==> config.mk <==
export PLATFORM = sky130hd
export DESIGN_NAME = adder_rr_share
export DESIGN_NICKNAME = d
export VERILOG_FILES = /design/src/rtl/adder_share_pkg.sv /design/src/rtl/adder_ripple_8u.sv /design/src/rtl/adder_share_rsp_fifo.sv /design/src/rtl/adder_rr_share.sv
export SDC_FILE = /design/constraint.sdc
export NUM_CORES = 1
export LEC_CHECK = 0
export BUFFER_PORTS_ARGS = -buffer_cell sky130_fd_sc_hd__buf_2
export CORE_ASPECT_RATIO = 2
export CORE_MARGIN = 2
export CORE_UTILIZATION = 45
export CTS_CLUSTER_SIZE = 30
export DETAILED_ROUTE_END_ITERATION = 8
export PLACE_DENSITY = 0.65
export SETUP_SLACK_MARGIN = 0.5
export SYNTH_ARGS = -nofsm -noshare
export SYNTH_HDL_FRONTEND = slang
export SYNTH_HIERARCHICAL = 1
export SYNTH_SLANG_ARGS = --single-unit
==> constraint.sdc <==
create_clock -name clk -period 7.9 [get_ports clk]
set_input_delay 0.395 -clock clk [delete_from_list [all_inputs] [get_ports clk]]
set_output_delay 0.395 -clock clk [all_outputs]
set_load 0.005 [all_outputs]
==> src/rtl/adder_share_pkg.sv <==
// Shared definitions for the round-robin shared adder slice.
//   DATA_W       operand / sum width
//   ID_MAX_W     widest requester ID supported (N_REQ up to 8)
//   rsp_entry_t  one tagged result as held in the response FIFO
//   rr_next_ptr  round-robin pointer advance after a grant
package adder_share_pkg;

    localparam int unsigned DATA_W   = 8;
    localparam int unsigned ID_MAX_W = 3;

    typedef struct packed {
        logic [ID_MAX_W-1:0] id;
        logic [DATA_W-1:0]   sum;
        logic                cout;
    } rsp_entry_t;

    // The granted requester becomes lowest priority on the next scan.
    function automatic int unsigned rr_next_ptr(input int unsigned grant_idx,
                                                input int unsigned n_req);
        return (grant_idx + 32'd1 >= n_req) ? 32'd0 : grant_idx + 32'd1;
    endfunction

endpackage

==> src/rtl/adder_ripple_8u.sv <==
// 8-bit unsigned ripple-carry adder, purely combinational.
//   a, b  operands
//   cin   carry in
//   sum   a + b + cin, low 8 bits
//   cout  carry out of bit 7
module adder_ripple_8u (
    input  logic [7:0] a,
    input  logic [7:0] b,
    input  logic       cin,
    output logic [7:0] sum,
    output logic       cout
);

    logic [8:0] carry;

    assign carry[0] = cin;

    for (genvar g = 0; g < 8; g++) begin : g_bit
        assign sum[g]     = a[g] ^ b[g] ^ carry[g];
        assign carry[g+1] = (a[g] & b[g]) | (carry[g] & (a[g] ^ b[g]));
    end

    assign cout = carry[8];

endmodule

==> src/rtl/adder_share_rsp_fifo.sv <==
// Show-ahead response FIFO holding tagged adder results.
//   clk, rst  clock, synchronous active-high reset
//   wr_en     push wr_data
//   wr_data   entry to store
//   rd_en     consumer accepts head (ignored when empty)
//   rd_valid  head entry present
//   rd_data   head entry, zero when empty
//   count     current number of stored entries
module adder_share_rsp_fifo
    import adder_share_pkg::*;
#(
    parameter int unsigned RSP_DEPTH = 4
) (
    input  logic                       clk,
    input  logic                       rst,
    input  logic                       wr_en,
    input  rsp_entry_t                 wr_data,
    input  logic                       rd_en,
    output logic                       rd_valid,
    output rsp_entry_t                 rd_data,
    output logic [$clog2(RSP_DEPTH):0] count
);

    localparam int unsigned AW = $clog2(RSP_DEPTH);
    localparam int unsigned CW = AW + 1;

    rsp_entry_t    mem_q [RSP_DEPTH];
    logic [AW-1:0] wr_ptr_q, wr_ptr_d;
    logic [AW-1:0] rd_ptr_q, rd_ptr_d;
    logic [CW-1:0] count_q, count_d;
    logic          do_push, do_pop;

    always_comb begin
        do_pop   = rd_en && (count_q != '0);
        // A push into a full FIFO is only taken when the head leaves in the same cycle.
        do_push  = wr_en && ((count_q != CW'(RSP_DEPTH)) || do_pop);
        wr_ptr_d = do_push ? wr_ptr_q + AW'(1) : wr_ptr_q;
        rd_ptr_d = do_pop  ? rd_ptr_q + AW'(1) : rd_ptr_q;
        count_d  = count_q;
        case ({do_push, do_pop})
            2'b10:   count_d = count_q + CW'(1);
            2'b01:   count_d = count_q - CW'(1);
            default: count_d = count_q;
        endcase
    end

    always_ff @(posedge clk) begin
        if (rst) begin
            wr_ptr_q <= '0;
            rd_ptr_q <= '0;
            count_q  <= '0;
        end else begin
            wr_ptr_q <= wr_ptr_d;
            rd_ptr_q <= rd_ptr_d;
            count_q  <= count_d;
        end
    end

    always_ff @(posedge clk) begin
        if (do_push) begin
            mem_q[wr_ptr_q] <= wr_data;
        end
    end

    always_comb begin
        rd_valid = (count_q != '0);
        rd_data  = rd_valid ? mem_q[rd_ptr_q] : '0;
        count    = count_q;
    end

endmodule

==> src/rtl/adder_rr_share.sv <==
// One registered 8-bit adder shared by N_REQ requesters through a
// round-robin arbiter, a 2-stage pipeline and a credit-protected
// response FIFO.
//   clk, rst   clock, synchronous active-high reset
//   req_valid  per-requester operand valid
//   req_ready  per-requester accept, one-hot or zero
//   req_a/b    packed operands, requester i at [8i+7:8i]
//   rsp_valid  FIFO head valid
//   rsp_ready  consumer accepts head
//   rsp_id     requester index of head result
//   rsp_sum    head sum (a+b mod 256)
//   rsp_cout   head carry out
//   busy       pipeline or FIFO holds work
module adder_rr_share
    import adder_share_pkg::*;
#(
    parameter  int unsigned N_REQ     = 4,
    parameter  int unsigned RSP_DEPTH = 4,
    localparam int unsigned IDW       = $clog2(N_REQ)
) (
    input  logic                    clk,
    input  logic                    rst,
    input  logic [N_REQ-1:0]        req_valid,
    output logic [N_REQ-1:0]        req_ready,
    input  logic [DATA_W*N_REQ-1:0] req_a,
    input  logic [DATA_W*N_REQ-1:0] req_b,
    output logic                    rsp_valid,
    input  logic                    rsp_ready,
    output logic [IDW-1:0]          rsp_id,
    output logic [DATA_W-1:0]       rsp_sum,
    output logic                    rsp_cout,
    output logic                    busy
);

    localparam int unsigned CW = $clog2(RSP_DEPTH) + 1;
    localparam int unsigned FW = CW + 1;

    logic [DATA_W-1:0] a_arr [N_REQ];
    logic [DATA_W-1:0] b_arr [N_REQ];

    for (genvar g = 0; g < N_REQ; g++) begin : g_unpack
        assign a_arr[g] = req_a[g*DATA_W +: DATA_W];
        assign b_arr[g] = req_b[g*DATA_W +: DATA_W];
    end

    logic [IDW-1:0]    ptr_q, ptr_d;
    logic              s1_valid_q, s1_valid_d;
    logic [DATA_W-1:0] s1_a_q, s1_a_d;
    logic [DATA_W-1:0] s1_b_q, s1_b_d;
    logic [IDW-1:0]    s1_id_q, s1_id_d;
    logic              s2_valid_q, s2_valid_d;
    rsp_entry_t        s2_ent_q, s2_ent_d;

    logic [N_REQ-1:0]  grant;
    logic [IDW-1:0]    gidx;
    logic [IDW-1:0]    scan_idx;
    logic              found;
    logic [FW-1:0]     inflight;
    logic              credit_ok;
    logic [CW-1:0]     fifo_count;
    logic              fifo_valid;
    rsp_entry_t        head;
    logic [DATA_W-1:0] add_sum;
    logic              add_cout;
    logic              unused_head_id;

    // Every accepted operand pair holds a credit until its result is popped,
    // so the FIFO always has room for whatever is in the pipeline.
    always_comb begin
        inflight  = FW'(s1_valid_q) + FW'(s2_valid_q) + FW'(fifo_count);
        credit_ok = (inflight < FW'(RSP_DEPTH));
    end

    always_comb begin
        grant    = '0;
        gidx     = '0;
        scan_idx = '0;
        found    = 1'b0;
        if (credit_ok && !rst) begin
            for (int unsigned k = 0; k < N_REQ; k++) begin
                scan_idx = IDW'((32'(ptr_q) + k) % N_REQ);
                if (!found && req_valid[scan_idx]) begin
                    found           = 1'b1;
                    gidx            = scan_idx;
                    grant[scan_idx] = 1'b1;
                end
            end
        end
    end

    always_comb begin
        ptr_d        = found ? IDW'(rr_next_ptr(32'(gidx), N_REQ)) : ptr_q;
        s1_valid_d   = found;
        s1_a_d       = a_arr[gidx];
        s1_b_d       = b_arr[gidx];
        s1_id_d      = gidx;
        s2_valid_d   = s1_valid_q;
        s2_ent_d     = '0;
        s2_ent_d.id  = ID_MAX_W'(s1_id_q);
        s2_ent_d.sum = add_sum;
        s2_ent_d.cout = add_cout;
    end

    always_ff @(posedge clk) begin
        if (rst) begin
            ptr_q      <= '0;
            s1_valid_q <= 1'b0;
            s1_a_q     <= '0;
            s1_b_q     <= '0;
            s1_id_q    <= '0;
            s2_valid_q <= 1'b0;
            s2_ent_q   <= '0;
        end else begin
            ptr_q      <= ptr_d;
            s1_valid_q <= s1_valid_d;
            s1_a_q     <= s1_a_d;
            s1_b_q     <= s1_b_d;
            s1_id_q    <= s1_id_d;
            s2_valid_q <= s2_valid_d;
            s2_ent_q   <= s2_ent_d;
        end
    end

    adder_ripple_8u u_adder (
        .a    (s1_a_q),
        .b    (s1_b_q),
        .cin  (1'b0),
        .sum  (add_sum),
        .cout (add_cout)
    );

    adder_share_rsp_fifo #(
        .RSP_DEPTH (RSP_DEPTH)
    ) u_rsp_fifo (
        .clk      (clk),
        .rst      (rst),
        .wr_en    (s2_valid_q),
        .wr_data  (s2_ent_q),
        .rd_en    (rsp_ready),
        .rd_valid (fifo_valid),
        .rd_data  (head),
        .count    (fifo_count)
    );

    always_comb begin
        req_ready      = grant;
        rsp_valid      = fifo_valid;
        rsp_id         = head.id[IDW-1:0];
        rsp_sum        = head.sum;
        rsp_cout       = head.cout;
        busy           = s1_valid_q | s2_valid_q | (fifo_count != '0);
        unused_head_id = ^head.id;
    end

endmodule

# ---- Word-level counts from Yosys, hierarchy flattened
# Memory sizes are Yosys's and may differ from the RTL's. A register that Yosys moved wholly into a read port is not among the register bits.
# Cells that the tools add are included.
dict set report totals {
  mem_bits_rw 48
  word_cells 148
  rom_bits 0
  latchBits 0
  ff_bits 41
  in_bits 71
  n_memories 1
}
dict set report classes {
  n_bitwise 43
  muxes 50
  n_eq_ne 3
  n_shift 0
  reduce_logical 17
  mul 0
  magnitude_cmp 11
  n_addsub 10
  div 0
}
# name depth word_bits rd rd_clocked_by_memory_dff wr line_no
set mem_list {}
lappend mem_list {u_rsp_fifo.mem_q 4 12 1 1 1 adder_share_rsp_fifo.sv:27} ;# rsp_entry_t mem_q [RSP_DEPTH];
# cell n
set op_table {}
lappend op_table {{8-bit binary-select mux with 2-bit select} 2}
lappend op_table {{4-bit two-way mux} 8}
lappend op_table {{8-bit two-way mux} 4}
lappend op_table {{1-bit two-way mux} 18}
lappend op_table {{2-bit two-way mux} 8}
lappend op_table {{1-bit bitwise AND} 15}
lappend op_table {{1-bit bitwise XOR} 15}
lappend op_table {{2-bit by 3-bit less-than comparator with 1-bit output (second input constant)} 4}
lappend op_table {{4-bit OR} 3}
lappend op_table {{11-bit two-way mux} 1}
lappend op_table {{1-bit logical AND} 10}
lappend op_table {{1-bit OR} 9}
lappend op_table {{1-bit binary-select mux with 2-bit select} 4}
lappend op_table {{1-bit demux with 2-bit select} 4}
lappend op_table {{2-bit by 1-bit greater-or-equal comparator with 1-bit output (second input constant)} 4}
lappend op_table {{2-bit by 1-bit adder with 2-bit output (second input constant)} 3}
lappend op_table {{3-bit greater-or-equal comparator (second input constant)} 2}
lappend op_table {{3-bit one-hot mux with 2 select lines} 1}
lappend op_table {{2-bit adder (second input constant)} 2}
lappend op_table {{2-bit by 3-bit adder with 4-bit output} 1}
lappend op_table {{1-bit logical NOT} 4}
lappend op_table {{4-bit by 3-bit less-than comparator with 1-bit output (second input constant)} 1}
lappend op_table {{2-bit by 1-bit adder with 3-bit output (second input constant)} 1}
lappend op_table {{3-bit by 1-bit adder with 3-bit output (second input constant)} 1}
lappend op_table {{other kinds (9)} 9}

# ---- Logic depth before layout (Yosys ltp)
dict set report depth {
  ltp_word 21
  depth_mapped 13
  depth_no_buf 13
}

# ---- Hierarchy
# The synthesis kept the hierarchy.
# mod seq_area_each_um2 cells_per_inst area_each_um2 n_inst
set by_module_without_submodules {}
lappend by_module_without_submodules {adder_share_rsp_fifo 1621.6 143 2391.0 1}
lappend by_module_without_submodules {adder_rr_share 660.6 169 1890.6 1}
lappend by_module_without_submodules {adder_ripple_8u 0.0 18 197.7 1}

# ---- Worst setup path before layout
# OpenSTA, ideal clock, no wires.
dict set report synth_timing {
  path_kind {register -> register}
  startpoint {register s1_a_q[0]}
  endpoint {register s2_ent_q[8] in the netlist's numbering}
  path_stages_with_launch 14
  setup_slack_ns 4.416
  arrival_time_ns 3.418
  path_cell_list {dfxtp_1 fa_1 inv_1 fa_1 inv_1 fa_1 fa_1 fa_1 fa_1 fa_1 inv_1 fa_1 inv_1 nor2b_1}
}
dict set report synth_between {
  elab_chain_len 14
}
# item line_no
set synth_lines {}
lappend synth_lines {{start, declared} adder_rr_share.sv:48} ;# logic [DATA_W-1:0] s1_a_q, s1_a_d;
lappend synth_lines {{start signal, assigned} adder_rr_share.sv:108} ;# s1_a_q <= '0;
lappend synth_lines {{start signal, assigned} adder_rr_share.sv:116} ;# s1_a_q <= s1_a_d;
lappend synth_lines {{1-bit bitwise AND (2 in series)} adder_ripple_8u.sv:20} ;# assign carry[g+1] = (a[g] & b[g]) | (carry[g] & (a[g] ^ b[g]));
lappend synth_lines {{1-bit OR} adder_ripple_8u.sv:20}
lappend synth_lines {{1-bit bitwise AND} adder_ripple_8u.sv:20}
lappend synth_lines {{1-bit OR} adder_ripple_8u.sv:20}
lappend synth_lines {{1-bit bitwise AND} adder_ripple_8u.sv:20}
lappend synth_lines {{1-bit OR} adder_ripple_8u.sv:20}
lappend synth_lines {{1-bit bitwise AND} adder_ripple_8u.sv:20}
lappend synth_lines {{1-bit OR} adder_ripple_8u.sv:20}
lappend synth_lines {{1-bit bitwise AND} adder_ripple_8u.sv:20}
lappend synth_lines {{1-bit OR} adder_ripple_8u.sv:20}
lappend synth_lines {{1-bit bitwise AND} adder_ripple_8u.sv:20}
lappend synth_lines {{1-bit OR} adder_ripple_8u.sv:20}
lappend synth_lines {{1-bit bitwise XOR} adder_ripple_8u.sv:19} ;# assign sum[g] = a[g] ^ b[g] ^ carry[g];
lappend synth_lines {{net add_sum[7]} adder_rr_share.sv:63} ;# logic [DATA_W-1:0] add_sum;
lappend synth_lines {{end signal, assigned} adder_rr_share.sv:120} ;# s2_ent_q <= s2_ent_d;
lappend synth_lines {{end, declared} adder_rr_share.sv:52} ;# rsp_entry_t s2_ent_q, s2_ent_d;
# The timed path passes the listed nets, and every way through them passes these cells.
# A chain may end at the register's enable or synchronous reset.

# ---- Final worst setup path
dict set report layout_timing {
  startpoint {register ptr_q[0]}
  endpoint {register s1_a_q[4]}
}
dict set report layout_between {
  elab_chain_len 20
}
# item line_no
set layout_lines {}
lappend layout_lines {{start, declared} adder_rr_share.sv:46} ;# logic [IDW-1:0] ptr_q, ptr_d;
lappend layout_lines {{start signal, assigned} adder_rr_share.sv:114} ;# ptr_q <= ptr_d;
lappend layout_lines {{1-bit binary-select mux with 2-bit select} adder_rr_share.sv:82} ;# if (!found && req_valid[scan_idx]) begin
lappend layout_lines {{1-bit two-way mux (implied by the code)} adder_rr_share.sv:82}
lappend layout_lines {{1-bit two-way mux} adder_rr_share.sv:82}
lappend layout_lines {{1-bit two-way mux} adder_rr_share.sv:79} ;# if (credit_ok && !rst) begin
lappend layout_lines {{1-bit logical NOT} adder_rr_share.sv:82}
lappend layout_lines {{1-bit logical AND} adder_rr_share.sv:82}
lappend layout_lines {{1-bit two-way mux} adder_rr_share.sv:82}
lappend layout_lines {{1-bit two-way mux} adder_rr_share.sv:79}
lappend layout_lines {{[... 3 more ...]} n/a}
lappend layout_lines {{1-bit two-way mux} adder_rr_share.sv:79}
lappend layout_lines {{1-bit logical NOT} adder_rr_share.sv:82}
lappend layout_lines {{1-bit logical AND} adder_rr_share.sv:82}
lappend layout_lines {{2-bit two-way mux (*)} adder_rr_share.sv:82}
lappend layout_lines {{2-bit two-way mux (*)} adder_rr_share.sv:79}
lappend layout_lines {{2-bit inverter with 3-bit output (implied by the code) (*)} adder_rr_share.sv:94} ;# s1_a_d = a_arr[gidx];
lappend layout_lines {{8-bit binary-select mux with 2-bit select (*)} adder_rr_share.sv:94}
lappend layout_lines {{8-bit two-way mux (implied by the code) (*) (2 in series)} adder_rr_share.sv:94}
# Every way passes the cells marked *; elsewhere a longest branch is shown, timed or not. The select of a mux whose other input is x is not followed.

==> results.json <==
{
  "synthesis.nets": 417,
  "relSlewSlack_pct": 15.0,
  "end_kind": "register",
  "grt-ovfl-total": 0,
  "initial_utilization_pct": 46.1,
  "die_w_um": 73.4,
  "hp-class": "primary input to register",
  "worstSetupEndpoint": "s1_a_q[4]",
  "critical_path.startpoint": "ptr_q[0]",
  "grt_start_max_net_pins": 34,
  "tns_ns": 0,
  "critPathSlowestCell": "a22oi_4",
  "outcome": "finished clean",
  "grt.total_usage_pct": 15.3,
  "cts_max_path_buffers": 2,
  "final_common_cell": "buf_2",
  "cts-resized-gates": 0,
  "vias_per_cell": 5.25,
  "fin_skew_ns": 0.00779,
  "report.final.slew_viol_count": 0,
  "tightest_slew_ns": 1.28,
  "critPathTopFamily": "compound AO/OA/AOI/OAI gates",
  "drive_above_1_share_pct": 34.3,
  "postCtsHoldBufs": 0,
  "clk_latency_ns": 0.34,
  "power.total_uw": 1610,
  "crit_chain": "inv_1 -> ha_1 -> mux4_2 -> o21bai_1 -> a22oi_4 -> mux2i_1 -> o22ai_2",
  "crit_type": "register to register",
  "finalHoldViolations": 0,
  "cts_root_buf": "clkbuf_16",
  "netlist_area_sq_um": 4330,
  "r2r_cells": 7,
  "gp_congestion": 0.765,
  "dr.pass1.iters": 6,
  "final_cells": 512,
  "timing.fmax_mhz": 266,
  "slowest_delay_ns": 1.02,
  "min_period_ns": 3.76,
  "num_io_pins": 88,
  "diodes": 0,
  "cts.reportedPaths.clkPinSlew_ns": 0.06,
  "crit_cells": 7,
  "grt_pass1_wl_um": 12100,
  "final_core_util_pct": 53.8,
  "ir_drop_uv": 207,
  "htree_levels": 3,
  "layout_common_cells": "buf_2 (87), edfxtp_1 (44), dfxtp_1 (42), mux2i_1 (32), nor2b_1 (23)",
  "cp_max_fo": 33,
  "setup_viol": 0,
  "numCtsBuffers": 9,
  "power-per-cell-area_nw_per_um2": 318,
  "vias": 2690,
  "worst-path-buf-inv": 1,
  "detail_route.wirelength_um": 7750,
  "drc_errors": 0,
  "ant_nets": 0,
  "clock-sinks": 86,
  "r2r_start": "ptr_q[0]",
  "postCtsSetupBuffers": 0,
  "worstPathArrival_ns": 3.96,
  "placement_rows": 50,
  "cp-start-kind": "register",
  "min_period_over_period_pct": 47.7,
  "nets": 496,
  "r2r-end": "s1_a_q[4]",
  "core_area_sq_um": 9380,
  "yosysWarnings": 6,
  "grt_setup_unrepaired": "no",
  "grt_pass1_vias": 2606,
  "avgRoutedWirePerCell_um": 15.1,
  "dp_hpwl_um": 5730,
  "cap_violations": 0,
  "dieArea_sq_um": 10500,
  "power.leakage_uw": 0.00221,
  "hp-start": "req_a[31]",
  "syn_to_final_growth_pct": 16.6,
  "io_buffers": 87,
  "syn_inst": 324,
  "avgSynthCellArea_sq_um": 13.4,
  "required_ns": 8.09,
  "dr.first_iter.drc_count": 119,
  "antenna_found_initial": 0,
  "holdWs_ns": 0.339,
  "dp.cells": 496,
  "cts_tree": "done",
  "die_y_um": 143,
  "rrSetupSlack_ns": 4.14
}
## how the worst min path moves through the flow
stage	to	slack, ns	depth (start not counted)
finish	s1_a_q[7]	0.34	3
global route	s1_a_q[7]	0.35	3
CTS	s1_a_q[7]	0.33	3
detailed placement	s2_ent_q[10]	0.45	1
global placement	s2_ent_q[10]	0.43	1
floorplan	s2_ent_q[10]	0.41	1
## flip-flops by register name, summed over array words and instances, names as in the netlist, named ones only
register and count:
s1_valid_q 1, s1_a_q 8, s2_valid_q 1, ptr_q 2, u_rsp_fifo/count 3, u_rsp_fifo/rd_ptr_q 2, s2_ent_q 11, s1_id_q 2
u_rsp_fifo/wr_ptr_q 2, u_rsp_fifo/mem_q 44, s1_b_q 8
## worst min-delay path: stages
cell,delay (ns)
buf_2,0.08
mux2i_1,0.06
o22ai_2,0.10
## stage by stage
stage	worst slack, ns	cell area, sq um
finish	4.14	5050
global route	3.84	5050
CTS	4.09	5050
detailed placement	4.09	4750
global placement	4.23	4750
floorplan	4.42	4330
## report_power, final
| part | internal [uW] | switching, uW |
|---|---|---|
| sequential | 577 | 74.7 |
| clock | 247 | 170 |
| combinational | 275 | 263 |
| total | 1100 | 508 |
## layer usage
metal / wire (um) / GRT usage, %
met5: 0 / 0
met4: 161 / 7.18
met3: 293 / 2.40
met2: 4230 / 27.9
met1: 3070 / 16.6
## cell type report
cell class	count	area (sq um)
fillers	788	4330
multi-input cells	197	1940
well taps	104	130
clock buffers	10	229
repair buffers	87	435
flip-flops and latches	86	2160
clock inverters	6	70.1
inverters	22	82.6
(Power assumes the default switching activity.)
